File: src/rtl/conv_mem_sequencer.sv
// Sequencer for unsigned linear convolution y[n] = sum x[k]*h[n-k] over X/H RAMs with
// one-cycle registered reads; each finished y[n] goes out through the Y RAM write port.
module conv_mem_sequencer #(
  parameter int unsigned DATA_WIDTH = 8,
  parameter int unsigned ADDR_WIDTH = 4,
  parameter int unsigned ACC_WIDTH  = 2 * DATA_WIDTH + ADDR_WIDTH
) (
  input  logic                  clk,
  input  logic                  rst_n,
  input  logic                  start_i,
  input  logic [ADDR_WIDTH:0]   size_x_i,
  input  logic [ADDR_WIDTH:0]   size_h_i,
  output logic [ADDR_WIDTH-1:0] x_read_addr_o,
  input  logic [DATA_WIDTH-1:0] x_data_i,
  output logic [ADDR_WIDTH-1:0] h_read_addr_o,
  input  logic [DATA_WIDTH-1:0] h_data_i,
  output logic                  y_write_en_o,
  output logic [ADDR_WIDTH:0]   y_write_addr_o,
  output logic [ACC_WIDTH-1:0]  y_write_data_o,
  output logic                  busy_o,
  output logic                  done_o
);

  localparam int unsigned SW = ADDR_WIDTH + 1;
  localparam int unsigned EW = ADDR_WIDTH + 2;
  localparam logic [SW-1:0] MaxSize = SW'(2 ** ADDR_WIDTH);

  typedef enum logic [2:0] {
    StIdle, StInit, StRead, StDrain, StWrite, StDone
  } state_e;

  state_e                  r_state, w_state_d;
  logic [SW-1:0]           r_nx, w_nx_d;
  logic [SW-1:0]           r_nh, w_nh_d;
  logic [SW-1:0]           r_n, w_n_d;
  logic [ADDR_WIDTH-1:0]   r_k, w_k_d;
  logic [ADDR_WIDTH-1:0]   r_khi, w_khi_d;
  logic [ACC_WIDTH-1:0]    r_acc, w_acc_d;
  logic                    r_valid, w_valid_d;

  logic [SW-1:0]           w_size_x_clamp, w_size_h_clamp;
  logic [EW-1:0]           w_n_e, w_nx_e, w_nh_e, w_klo_e, w_khi_e;
  logic                    w_last_n;
  logic [ADDR_WIDTH-1:0]   w_h_addr;
  logic [2*DATA_WIDTH-1:0] w_prod;

  assign w_size_x_clamp = (size_x_i > MaxSize) ? MaxSize : size_x_i;
  assign w_size_h_clamp = (size_h_i > MaxSize) ? MaxSize : size_h_i;

  // Bounds are computed one bit wider so n+1 and Nx+Nh never wrap.
  assign w_n_e    = EW'(r_n);
  assign w_nx_e   = EW'(r_nx);
  assign w_nh_e   = EW'(r_nh);
  assign w_klo_e  = (w_n_e + EW'(1) >= w_nh_e) ? (w_n_e + EW'(1) - w_nh_e) : '0;
  assign w_khi_e  = (w_n_e < w_nx_e - EW'(1)) ? w_n_e : (w_nx_e - EW'(1));
  assign w_last_n = (w_n_e + EW'(2) == w_nx_e + w_nh_e);
  assign w_h_addr = ADDR_WIDTH'(w_n_e - EW'(r_k));
  assign w_prod   = x_data_i * h_data_i;

  assign busy_o = (r_state != StIdle);

  always_comb begin
    w_state_d      = r_state;
    w_nx_d         = r_nx;
    w_nh_d         = r_nh;
    w_n_d          = r_n;
    w_k_d          = r_k;
    w_khi_d        = r_khi;
    w_acc_d        = r_acc;
    w_valid_d      = (r_state == StRead);
    x_read_addr_o  = '0;
    h_read_addr_o  = '0;
    y_write_en_o   = 1'b0;
    y_write_addr_o = '0;
    y_write_data_o = '0;
    done_o         = 1'b0;

    // Data returned for last cycle's READ address is accumulated here.
    if (r_valid) begin
      w_acc_d = r_acc + ACC_WIDTH'(w_prod);
    end

    case (r_state)
      StIdle: begin
        if (start_i) begin
          w_nx_d    = w_size_x_clamp;
          w_nh_d    = w_size_h_clamp;
          w_n_d     = '0;
          w_state_d = StInit;
        end
      end
      StInit: begin
        // A zero size leaves no outputs to produce.
        if (r_nx == '0 || r_nh == '0) begin
          w_state_d = StDone;
        end else begin
          w_k_d     = ADDR_WIDTH'(w_klo_e);
          w_khi_d   = ADDR_WIDTH'(w_khi_e);
          w_acc_d   = '0;
          w_state_d = StRead;
        end
      end
      StRead: begin
        x_read_addr_o = r_k;
        h_read_addr_o = w_h_addr;
        if (r_k == r_khi) begin
          w_state_d = StDrain;
        end else begin
          w_k_d = r_k + ADDR_WIDTH'(1);
        end
      end
      StDrain: begin
        w_state_d = StWrite;
      end
      StWrite: begin
        y_write_en_o   = 1'b1;
        y_write_addr_o = r_n;
        y_write_data_o = r_acc;
        if (w_last_n) begin
          w_state_d = StDone;
        end else begin
          w_n_d     = r_n + SW'(1);
          w_state_d = StInit;
        end
      end
      StDone: begin
        done_o    = 1'b1;
        w_state_d = StIdle;
      end
      default: begin
        w_state_d = StIdle;
      end
    endcase
  end

  always_ff @(posedge clk or negedge rst_n) begin
    if (!rst_n) begin
      r_state <= StIdle;
      r_nx    <= '0;
      r_nh    <= '0;
      r_n     <= '0;
      r_k     <= '0;
      r_khi   <= '0;
      r_acc   <= '0;
      r_valid <= 1'b0;
    end else begin
      r_state <= w_state_d;
      r_nx    <= w_nx_d;
      r_nh    <= w_nh_d;
      r_n     <= w_n_d;
      r_k     <= w_k_d;
      r_khi   <= w_khi_d;
      r_acc   <= w_acc_d;
      r_valid <= w_valid_d;
    end
  end

endmodule

File: config.mk
export PLATFORM = sky130hd
export DESIGN_NAME = conv_mem_sequencer
export DESIGN_NICKNAME = d
export VERILOG_FILES = /design/src/rtl/conv_mem_sequencer.sv
export SDC_FILE = /design/constraint.sdc
export NUM_CORES = 1
export LEC_CHECK = 0
export ABC_AREA = 1
export BUFFER_PORTS_ARGS = -buffer_cell sky130_fd_sc_hd__buf_2
export CORE_ASPECT_RATIO = 0.7
export CORE_MARGIN = 5
export CORE_UTILIZATION = 60
export DETAILED_ROUTE_END_ITERATION = 7
export PLACE_DENSITY_LB_ADDON = 0.05
export RECOVER_POWER = 25
export SYNTH_ARGS = -nofsm -noshare
export SYNTH_HDL_FRONTEND = slang
export SYNTH_SLANG_ARGS = --single-unit
File: constraint.sdc
create_clock -name clk -period 5.39 [get_ports clk]
set_clock_uncertainty 0.15 [all_clocks]
set_input_delay 0.2695 -clock clk [delete_from_list [all_inputs] [get_ports clk]]
set_output_delay 0.2695 -clock clk [all_outputs]
set_load 0.01 [all_outputs]
Yosys cells after proc, flatten, opt, wreduce, memory -nomap -nowiden:

Index checks and enable logic that the tools add are counted.

* $add $sub $neg: 9
* divide/modulo/power cells: 0
* mux-type cells: 24
* shift-type cells: 0
* reduce and logical (&&, ||, !) cells: 12
* bitwise operators: 1
* multiply operators: 1
* equal/unequal tests: 12
* magnitude comparators: 4

Operator list (number)
* 20-bit two-way mux: 4
* 5-bit two-way mux: 5
* 4-bit two-way mux: 6
* 20-bit by 16-bit adder with 20-bit output: 1
* 8-bit by 8-bit multiplier with 16-bit output: 1
* 3-bit case mux with 5 select lines: 1
* 3-bit two-way mux: 4
* 5-bit greater-than comparator (second input constant): 2
* 5-bit logical NOT: 2
* 5-bit case mux with 2 select lines: 1
* 2-bit inequality test (second input constant): 4
* 4-bit case mux with 2 select lines: 1
* 4-bit subtractor: 2
* 5-bit by 1-bit adder with 6-bit output (second input constant): 1
* 5-bit by 2-bit adder with 6-bit output (second input constant): 1
* 5-bit by 5-bit adder with 6-bit output: 1
* 3-bit by 2-bit equality test with 1-bit output (second input constant): 2
* 3-bit equality test (second input constant): 2
* 6-bit equality test: 1
* 6-bit by 5-bit greater-or-equal comparator with 1-bit output: 1
* 5-bit by 6-bit less-than comparator with 1-bit output: 1
* 2-bit AND reduction: 3
* 3-bit AND reduction: 2
* 5-bit by 1-bit subtractor with 6-bit output (second input constant): 1
* 11 further kinds: 13

* memory bits (writable): 0
* ROM bits: 0
* bits of input ports: 29
* logic and storage cells: 71
* register bits after elaboration: 47
* bits in latches: 0
* output and inout port bits: 36
* memories: 0

Logic depth before layout (Yosys ltp):

Gate-level depths: netlist of the first run.

* depth after elaboration: 5
* mapped depth: 23
* gate-level depth less buffers: 22

Worst setup path after synthesis of the first run:

OpenSTA, ideal clock, no wires.

* kind: input port to flip-flop
* start point: in x_data_i[0]
* end point: reg r_acc[10]
* stages on the path: 16
* arrival: 3887 ps
* required time: 5120 ps
* library setup time: 120 ps
* setup slack: 1233 ps
* cells stage by stage: clkbuf_1 nand2_1 fa_1 fa_1 inv_1 fa_1 inv_1 fa_1 inv_1 ha_1 a21oi_1 o21a_1 nand2_1 xor2_1 o211ai_1 inv_1

* word-level cells in the longest chain between the ends: 5

Ends and longest elaborated chain
* start, declared: line 14 `input logic [DATA_WIDTH-1:0] x_data_i,`
* 8-bit by 8-bit multiplier with 16-bit output *: line 58 `assign w_prod = x_data_i * h_data_i;`
* 20-bit by 16-bit adder with 20-bit output *: line 80 `w_acc_d = r_acc + ACC_WIDTH'(w_prod);`
* 20-bit two-way mux *: line 79 `if (r_valid) begin`
* 20-bit two-way mux: line 94 `if (r_nx == '0 || r_nh == '0) begin`
* 20-bit two-way mux *: line 83 `case (r_state)`
* named net w_acc_d[10]: line 38 `logic [ACC_WIDTH-1:0] r_acc, w_acc_d;`
* end signal, assigned: line 153 `r_acc <= w_acc_d;`
* end, declared: line 38

Mark *: on every way through the listed nets, which the timed path passes. The rest lies on a longest branch.
A chain may end at the register's enable or synchronous reset.

Final worst setup path of the first run:

* start point: reg r_acc[6]
* end point: reg r_acc[19]

* word-level cells in the longest chain between the ends: 4

Ends and longest elaborated chain (line)
* 20-bit by 16-bit adder with 20-bit output *: 80
* 20-bit two-way mux *: 79
* 20-bit two-way mux: 94
* 20-bit two-way mux *: 83
* named net w_acc_d[19]: 38

Marked as above.

==> results of run 1 <==
==> worst max-delay path: cells and delay by family (launching register included) <==
| family | cells | cell delay, ps |
|---|---|---|
| fa+ha+maj | 5 | 2370 |
| simple gates | 10 | 860 |
| flops | 1 | 340 |
| compound gates | 1 | 280 |
| buf+inv | 4 | 210 |
==> layout by cell type, fill, tap and decap left out, types with 5 or more instances in the layout <==
cell and count:
clkbuf_16 5, o211ai_1 11, dfrtp_1 47, buf_2 63
xnor2_1 12, nand2_1 181, nand4_1 10, a21oi_1 40
nor3_1 8, ha_1 62, o21ai_0 27, fa_1 53
nor2_1 69, nand3_1 44, inv_1 217, xor2_1 10
==> sequential cells by signal (all words and copies together) (netlist names) <==
register and count:
r_k 4, r_valid 1, r_khi 4, r_nx 5, r_nh 5, r_acc 20, r_state 3, r_n 5
==> per-stage QoR <==
| stage | instance area, um^2 | instances | util | power (mW) |
|---|---|---|---|---|
| after CTS | 6520 | 1015 | 0.670 | 3.90 |
| after global placement | 6370 | 1008 | 0.655 | 3.48 |
| final | 6510 | 1015 | 0.669 | 3.89 |
| after global routing | 6510 | 1015 | 0.669 | 4.41 |
| after floorplan | 5990 | 843 | - | 2.91 |
| after detailed placement | 6370 | 1008 | 0.655 | 3.56 |
==> metal layers <==
| layer | track usage | share of wire |
|---|---|---|
| met3 | 0.0474 | 0.082 |
| met2 | 0.356 | 0.42 |
| met5 | 0 | 0 |
| met4 | 0.0311 | 0.011 |
| met1 | 0.376 | 0.49 |
==> layout make-up <==
cell class	count	area [um^2]	area share
clock inverters	1	5.00	0.000769
flip-flops and latches	47	1180	0.181
inverters	218	818	0.126
well taps	128	160	0.0246
repair buffers	65	327	0.0502
clock buffers	6	139	0.0213
multi-input cells	550	3880	0.597
==> power by group <==
group	leakage, nW	switching (mW)	internal (mW)
clock	0.0727	0.132	0.181
sequential	0.605	0.136	0.498
combinational	3.30	1.86	1.09
==> worst min path at each step <==
| stage | startpoint | cells past startpoint | endpoint | slack, ps |
|---|---|---|---|---|
| CTS | size_x_i[2] | 3 | r_nx[2] | 60 |
| detailed placement | r_khi[2] | 2 | r_khi[2] | 350 |
| global placement | r_khi[2] | 2 | r_khi[2] | 340 |
| floorplan | rst_n | 0 | r_acc[0] | -180 |
| finish | size_x_i[2] | 3 | r_nx[2] | 60 |
| global route | size_h_i[2] | 3 | r_nh[2] | 70 |
==> cells by family (layout without fill, tap and decap cells) <==
kind of cell             Yosys count  in the layout
flip-flops                        47             47
AO/OA/AOI/OAI                     95             95
buffers and inverters            246            290
XOR/XNOR                          22             22
AND/OR/NAND/NOR                  318            318
adder cells (fa/ha/maj)          115            115
==> impl_metrics.csv, run 1 <==
group,metric,value,unit
run_status,status,"finished with violations",
run_status,violations,"max-capacitance violations, max-slew violations",
timing,timing.hold.ws,58.8,ps
logic_synthesis,synth_xor_area_frac,0.0322,
setup_path,slowest_delay,540,ps
setup_path,worstPathArrival,4360,ps
timing,hold_violations,0,
logic_synthesis,synth_compound_area_frac,0.0906,
floorplan,die_h,93.6,um
floorplan,coreArea,9720,um^2
clocking,tritoncts,"built",
logic_synthesis,syn_inst,843,
final_layout,area_growth,8.60,%
logic_synthesis,synthFlopType,"dfrtp_1",
setup_path,critPathLaunchType,"flip-flop",
grt,grt_max_degree,48,
drt,vias,5298,
placement,place_ws,921,ps
logic_synthesis,ys_seq_area_frac,0.196,
clocking,htreeDepth,2,
setup_path,path_common_cell,"nand2_1",
logic_synthesis,synth_top_family_by_area,"adder cells",
drt,drt_first_pass_iters,5,
logic_synthesis,synth_area,5990,um^2
timing,slew_headroom,-0.707,
timing,tightest_slew,2560,ps
clocking,cts_sinks,47,
clocking,worstSkewPairLatency,290,ps
clocking,clk_pin_slew,60,ps
grt,grt_use_total,0.241,
logic_synthesis,synth.most_common_cell,"inv_1",
placement,place_hpwl,11700,um
setup_path,reg2reg_depth,20,
floorplan,num_rows,30,
setup_path,rrSetupSlack,1060,ps
final_layout,nFillCells,884,
timing,setup-violations-final,0,
logic_synthesis,synth_nets,987,
floorplan,die_width,129,um
pwr,leakagePower,3.98,nW
logic_synthesis,yosysUniqueCellTypes,33,
grt,overflow,0,
clocking,clock-root-buffer,"clkbuf_16",
timing,tns,0,ps
floorplan,dieArea,12100,um^2
clocking,cts_buffer_depth,2,
setup_path,required,5420,ps
floorplan,start_util,0.616,
grt,grt_pass1_wl,23500,um
drt,drt_iter0_drc,398,
final_layout,n_antenna_cell,0,
pwr,ir_worst_vdd,0.302,mV
drt,finalWirelength,13900,um
final_layout,layout-drive-gt1-share,0.0868,
clocking,numCtsBuffers,5,
setup_path,crit_end,"r_acc[19]",
floorplan,ios,65,
setup_path,r2r-start,"r_acc[6]",
clocking,cts_resized,0,
clocking,cts_setup_buffers,0,
logic_synthesis,netlist.area_leader.share,0.196,
grt,antenna_found_initial,0,
timing,slew_violations,48,
logic_synthesis,synth.cells.most_frequent,"inv_1, nand2_1, nor2_1",
final_layout,nets,1031,
logic_synthesis,synth_seq_cells,47,
min_path,hold_path.class,"in -> reg",
clocking,cts_hold_buf,0,
logic_synthesis,yosysTopAreaCell,"dfrtp_1",
setup_path,startpoint,"r_acc[6]",
drt,routedWlPerCell,13.7,um
placement,port_buffers,64,
drt,antenna_left,0,
timing,rsz0062_at_grt,"false",
logic_synthesis,yosys_warnings,0,
setup_path,r2r-end,"r_acc[19]",
setup_path,path_class,"reg -> reg",
drt,drc,0,
timing,timing.final.crit_share,0.804,
setup_path,crit_fanout,4,
logic_synthesis,synth_edf_count,0,
setup_path,crit_chain,"inv_1, fa_1, inv_1, fa_1, inv_1, fa_1, fa_1, inv_1, ha_1, nand2_1, o21ai_1, nand2_1, nand2_1, nand2_1, nand2_1, nand2_1, nand2_1, nand3_1, nand2_1, nor2_1",
logic_synthesis,synth_top_cells_by_area,"dfrtp_1, fa_1, inv_1",
timing,post-route-worst-setup-slack,1060,ps
logic_synthesis,avgSynthCellArea,7.11,um^2
drt,via_per_inst,5.22,
pwr,p_per_area,598,nW/um^2
logic_synthesis,synth.area.mux_share,0,
logic_synthesis,yosys.area_share.simple,0.220,
job,max_cap_viol_count,1,
setup_path,cp_slowest_cell,"fa_1",
grt,first_global_vias,5024,
logic_synthesis,synth_fa_ha_area_frac,0.306,
logic_synthesis,async_flop_share,1.00,
placement,routabilityCongestion,0.935,
setup_path,endpoint_kind,"flip-flop",
timing,min_period,4330,ps
timing,max_freq,231,MHz
Note: power is estimated with default switching activity, not from simulation.
==> run 2, diff against run 1 <==
Settings changed: ABC_AREA 1 to 0, CORE_UTILIZATION 60 to 55.
Clock period 5.39 ns to 3.49 ns, I/O delays scaled along.
==> run 2 against run 1 <==
Net effect:
- the flow finishes with violations (negative setup slack)
- design area rose by 12%
- critical path depth shrank 5
- routed wire length up 7.5%
- maximum frequency is 3.1% higher
- count of clock-buffer cells in the layout is 1 lower
- final cell count fell by 8.5%
- sequential share of layout area decreased by 1.9 points
- global-route usage down 0.10 points
- non-clock buffer count increased by 69
- synthesized cell count fell by 20%
- sequential cell count stayed put
- critical endpoint unchanged
- largest cell class unchanged
- largest power group unchanged
==> impl_metrics.csv, run 2 <==
group,metric,value,unit
timing,max_freq,238,MHz
logic_synthesis,netlist.area_leader.share,0.200,
logic_synthesis,syn_inst,674,
setup_path,crit_chain,"inv_2, fa_1, inv_1, fa_1, inv_2, fa_1, fa_1, inv_2, ha_4, o21a_1, o31a_1, o311ai_4, a211oi_1, o211ai_1, mux2i_1",
logic_synthesis,ys_seq_area_frac,0.200,
logic_synthesis,yosys_warnings,0,
setup_path,required,3540,ps
timing,timing.final.crit_share,1.20,
floorplan,dieArea,12900,um^2
grt,use_met1,0.364,
pwr,ir_worst_vdd,0.479,mV
clocking,clk_pin_slew,70,ps
setup_path,cp_slowest_cell,"fa_1",
logic_synthesis,synth_top_cells_by_area,"dfrtp_1, fa_1, ha_1",
placement,place_ws,-846,ps
placement,port_buffers,64,
timing,hold_violations,0,
logic_synthesis,avgSynthCellArea,8.71,um^2
clocking,numCtsBuffers,5,
final_layout,final_common_cell,"inv_1",
final_layout,area_growth,23.7,%
final_layout,multi_input_area,4450,um^2
drt,antenna_left,0,
logic_synthesis,async_flop_share,1.00,
drt,drc,0,
timing,rsz0062_at_grt,"true",
floorplan,start_util,0.565,
grt,busiest_layer,"met2",
grt,grt_pass1_wl,24700,um
logic_synthesis,synth_area,5870,um^2
grt,first_global_vias,5003,
final_layout,final_cell_mix,"inv_1, and2_1, nand2_1, buf_2, buf_4",
grt,use_met2,0.366,
logic_synthesis,yosysUniqueCellTypes,59,
final_layout,n_antenna_cell,0,
final_layout,nets,941,
timing,tns,-7160,ps
setup_path,endpoint_kind,"flip-flop",
setup_path,slowest_delay,510,ps
clocking,htreeDepth,2,
final_layout,seqCellArea,1180,um^2
timing,setup-violations-final,15,
logic_synthesis,synth_nets,818,
floorplan,die_h,96.4,um
timing,timing.hold.ws,4.95,ps
timing,tightest_slew,1220,ps
job,max_cap_viol_count,0,
clocking,tritoncts,"built",
final_layout,nFillCells,851,
drt,drt_iter0_drc,353,
grt,antenna_found_initial,0,
setup_path,worstPathArrival,4250,ps
final_layout,max_flop_register,"r_acc",
min_path,hold_path.class,"in -> reg",
setup_path,path_common_cell,"fa_1",
grt,grt_use_total,0.240,
drt,finalWirelength,14900,um
timing,min_period,4200,ps
timing,slew_violations,0,
grt,met3_usage,0.0502,
logic_synthesis,synth.cells.most_frequent,"inv_1, nand2_1, and2_1, ha_1, fa_1",
drt,vias,5115,
final_layout,largest_reg_flops,20,
setup_path,path_class,"reg -> reg",
drt,drt_first_pass_iters,5,
placement,routabilityCongestion,0.916,
logic_synthesis,synth.most_common_cell,"inv_1",
setup_path,critPathLaunchType,"flip-flop",
run_status,status,"finished with violations",
clocking,cts_sinks,47,
timing,slew_headroom,0.190,
floorplan,ios,65,
pwr,leakagePower,3.73,nW
logic_synthesis,yosysTopAreaCell,"dfrtp_1",
drt,via_per_inst,5.51,
placement,place_hpwl,12100,um
grt,grt_max_degree,48,
logic_synthesis,synth_seq_cells,47,
setup_path,crit_fanout,5,
floorplan,coreArea,10400,um^2
clocking,cts_buffer_depth,2,
drt,routedWlPerCell,16.1,um
floorplan,die_width,133,um
pwr,p_per_area,977,nW/um^2
clocking,worstSkewPairLatency,290,ps
logic_synthesis,synth_edf_count,0,
logic_synthesis,synthFlopType,"dfrtp_1",
floorplan,num_rows,31,
final_layout,layout-drive-gt1-share,0.235,
run_status,violations,"negative setup slack",
clocking,clock-root-buffer,"clkbuf_16",
timing,post-route-worst-setup-slack,-712,ps
grt,overflow,0,
run 2: path summary, 6_finish.rpt:
| kind | slack [ps] | depth (start not counted) | to | startpoint |
|---|---|---|---|---|
| max in group asynchronous | 1930 | 2 | r_state[2] | rst_n |
| hold reg to reg | 370 | 2 | r_khi[0] | r_khi[0] |
| hold / removal | 5 | 2 | r_nx[4] | size_x_i[4] |
| setup reg to reg | -710 | 15 | r_acc[19] | r_acc[6] |
| setup / recovery | -710 | 15 | r_acc[19] | r_acc[6] |
| min in group asynchronous | 520 | 2 | r_nh[0] | rst_n |
run 2: per-stage QoR:
step | power [mW] | cell area [um^2] | std cells | utilization
2_1_floorplan | 4.58 | 6070 | 674 | -
3_3_place_gp | 5.82 | 6840 | 907 | 0.658
3_5_place_dp | 6.03 | 6840 | 907 | 0.658
4_1_cts | 6.85 | 7150 | 923 | 0.688
5_1_grt | 7.76 | 7260 | 929 | 0.699
6_report | 7.10 | 7260 | 929 | 0.699
run 2: layout make-up:
class                   instances  share of cell area
repair buffers                134               0.120
inverters                     117              0.0605
clock buffers                   5              0.0172
well taps                     132              0.0227
flip-flops and latches         47               0.162
clock inverters                 2             0.00517
multi-input cells             492               0.612
run 2: layer usage:
metal,vias up,wire length (um)
met5,-,0
met4,0,89
met3,13,1010
met2,156,6340
met1,2506,7500
li1,2440,-
run 2: repair_timing:
item                                   in CTS  in global routing
buffers inserted                            2                  6
gates resized for setup                    17                 14
endpoints found under the hold margin      53                  0
hold buffers                                7                  0
cloned                                      0                  0
setup endpoints to repair                  14                 16
pin swaps                                  33                 13
run 2: kinds of logic (layout without fill, tap and decap cells):
kind of cell	count (synthesis)	in the layout	share of synthesized area
AO/OA/AOI/OAI	107	107	0.120
flip-flops	47	47	0.200
buffers and inverters	135	258	0.0891
adder cells (fa/ha/maj)	115	115	0.313
XOR/XNOR	33	33	0.0492
AND/OR/NAND/NOR	219	219	0.196
multiplexers	18	18	0.0318
run 2: power breakdown:
| part | switching [mW] | internal, mW | total (mW) |
|---|---|---|---|
| Clock | 0.210 | 0.334 | 0.544 |
| Sequential | 0.263 | 0.748 | 1.01 |
| Combinational | 2.95 | 2.59 | 5.54 |
run 2: worst max-delay path, delay by kind of cell (launching register included):
family	cells	cell delay (ps)
AOI/OAI and AO/OA	5	1010
adders and majority gates	5	2160
buffers and inverters	4	200
DFF	1	370
muxes	1	240
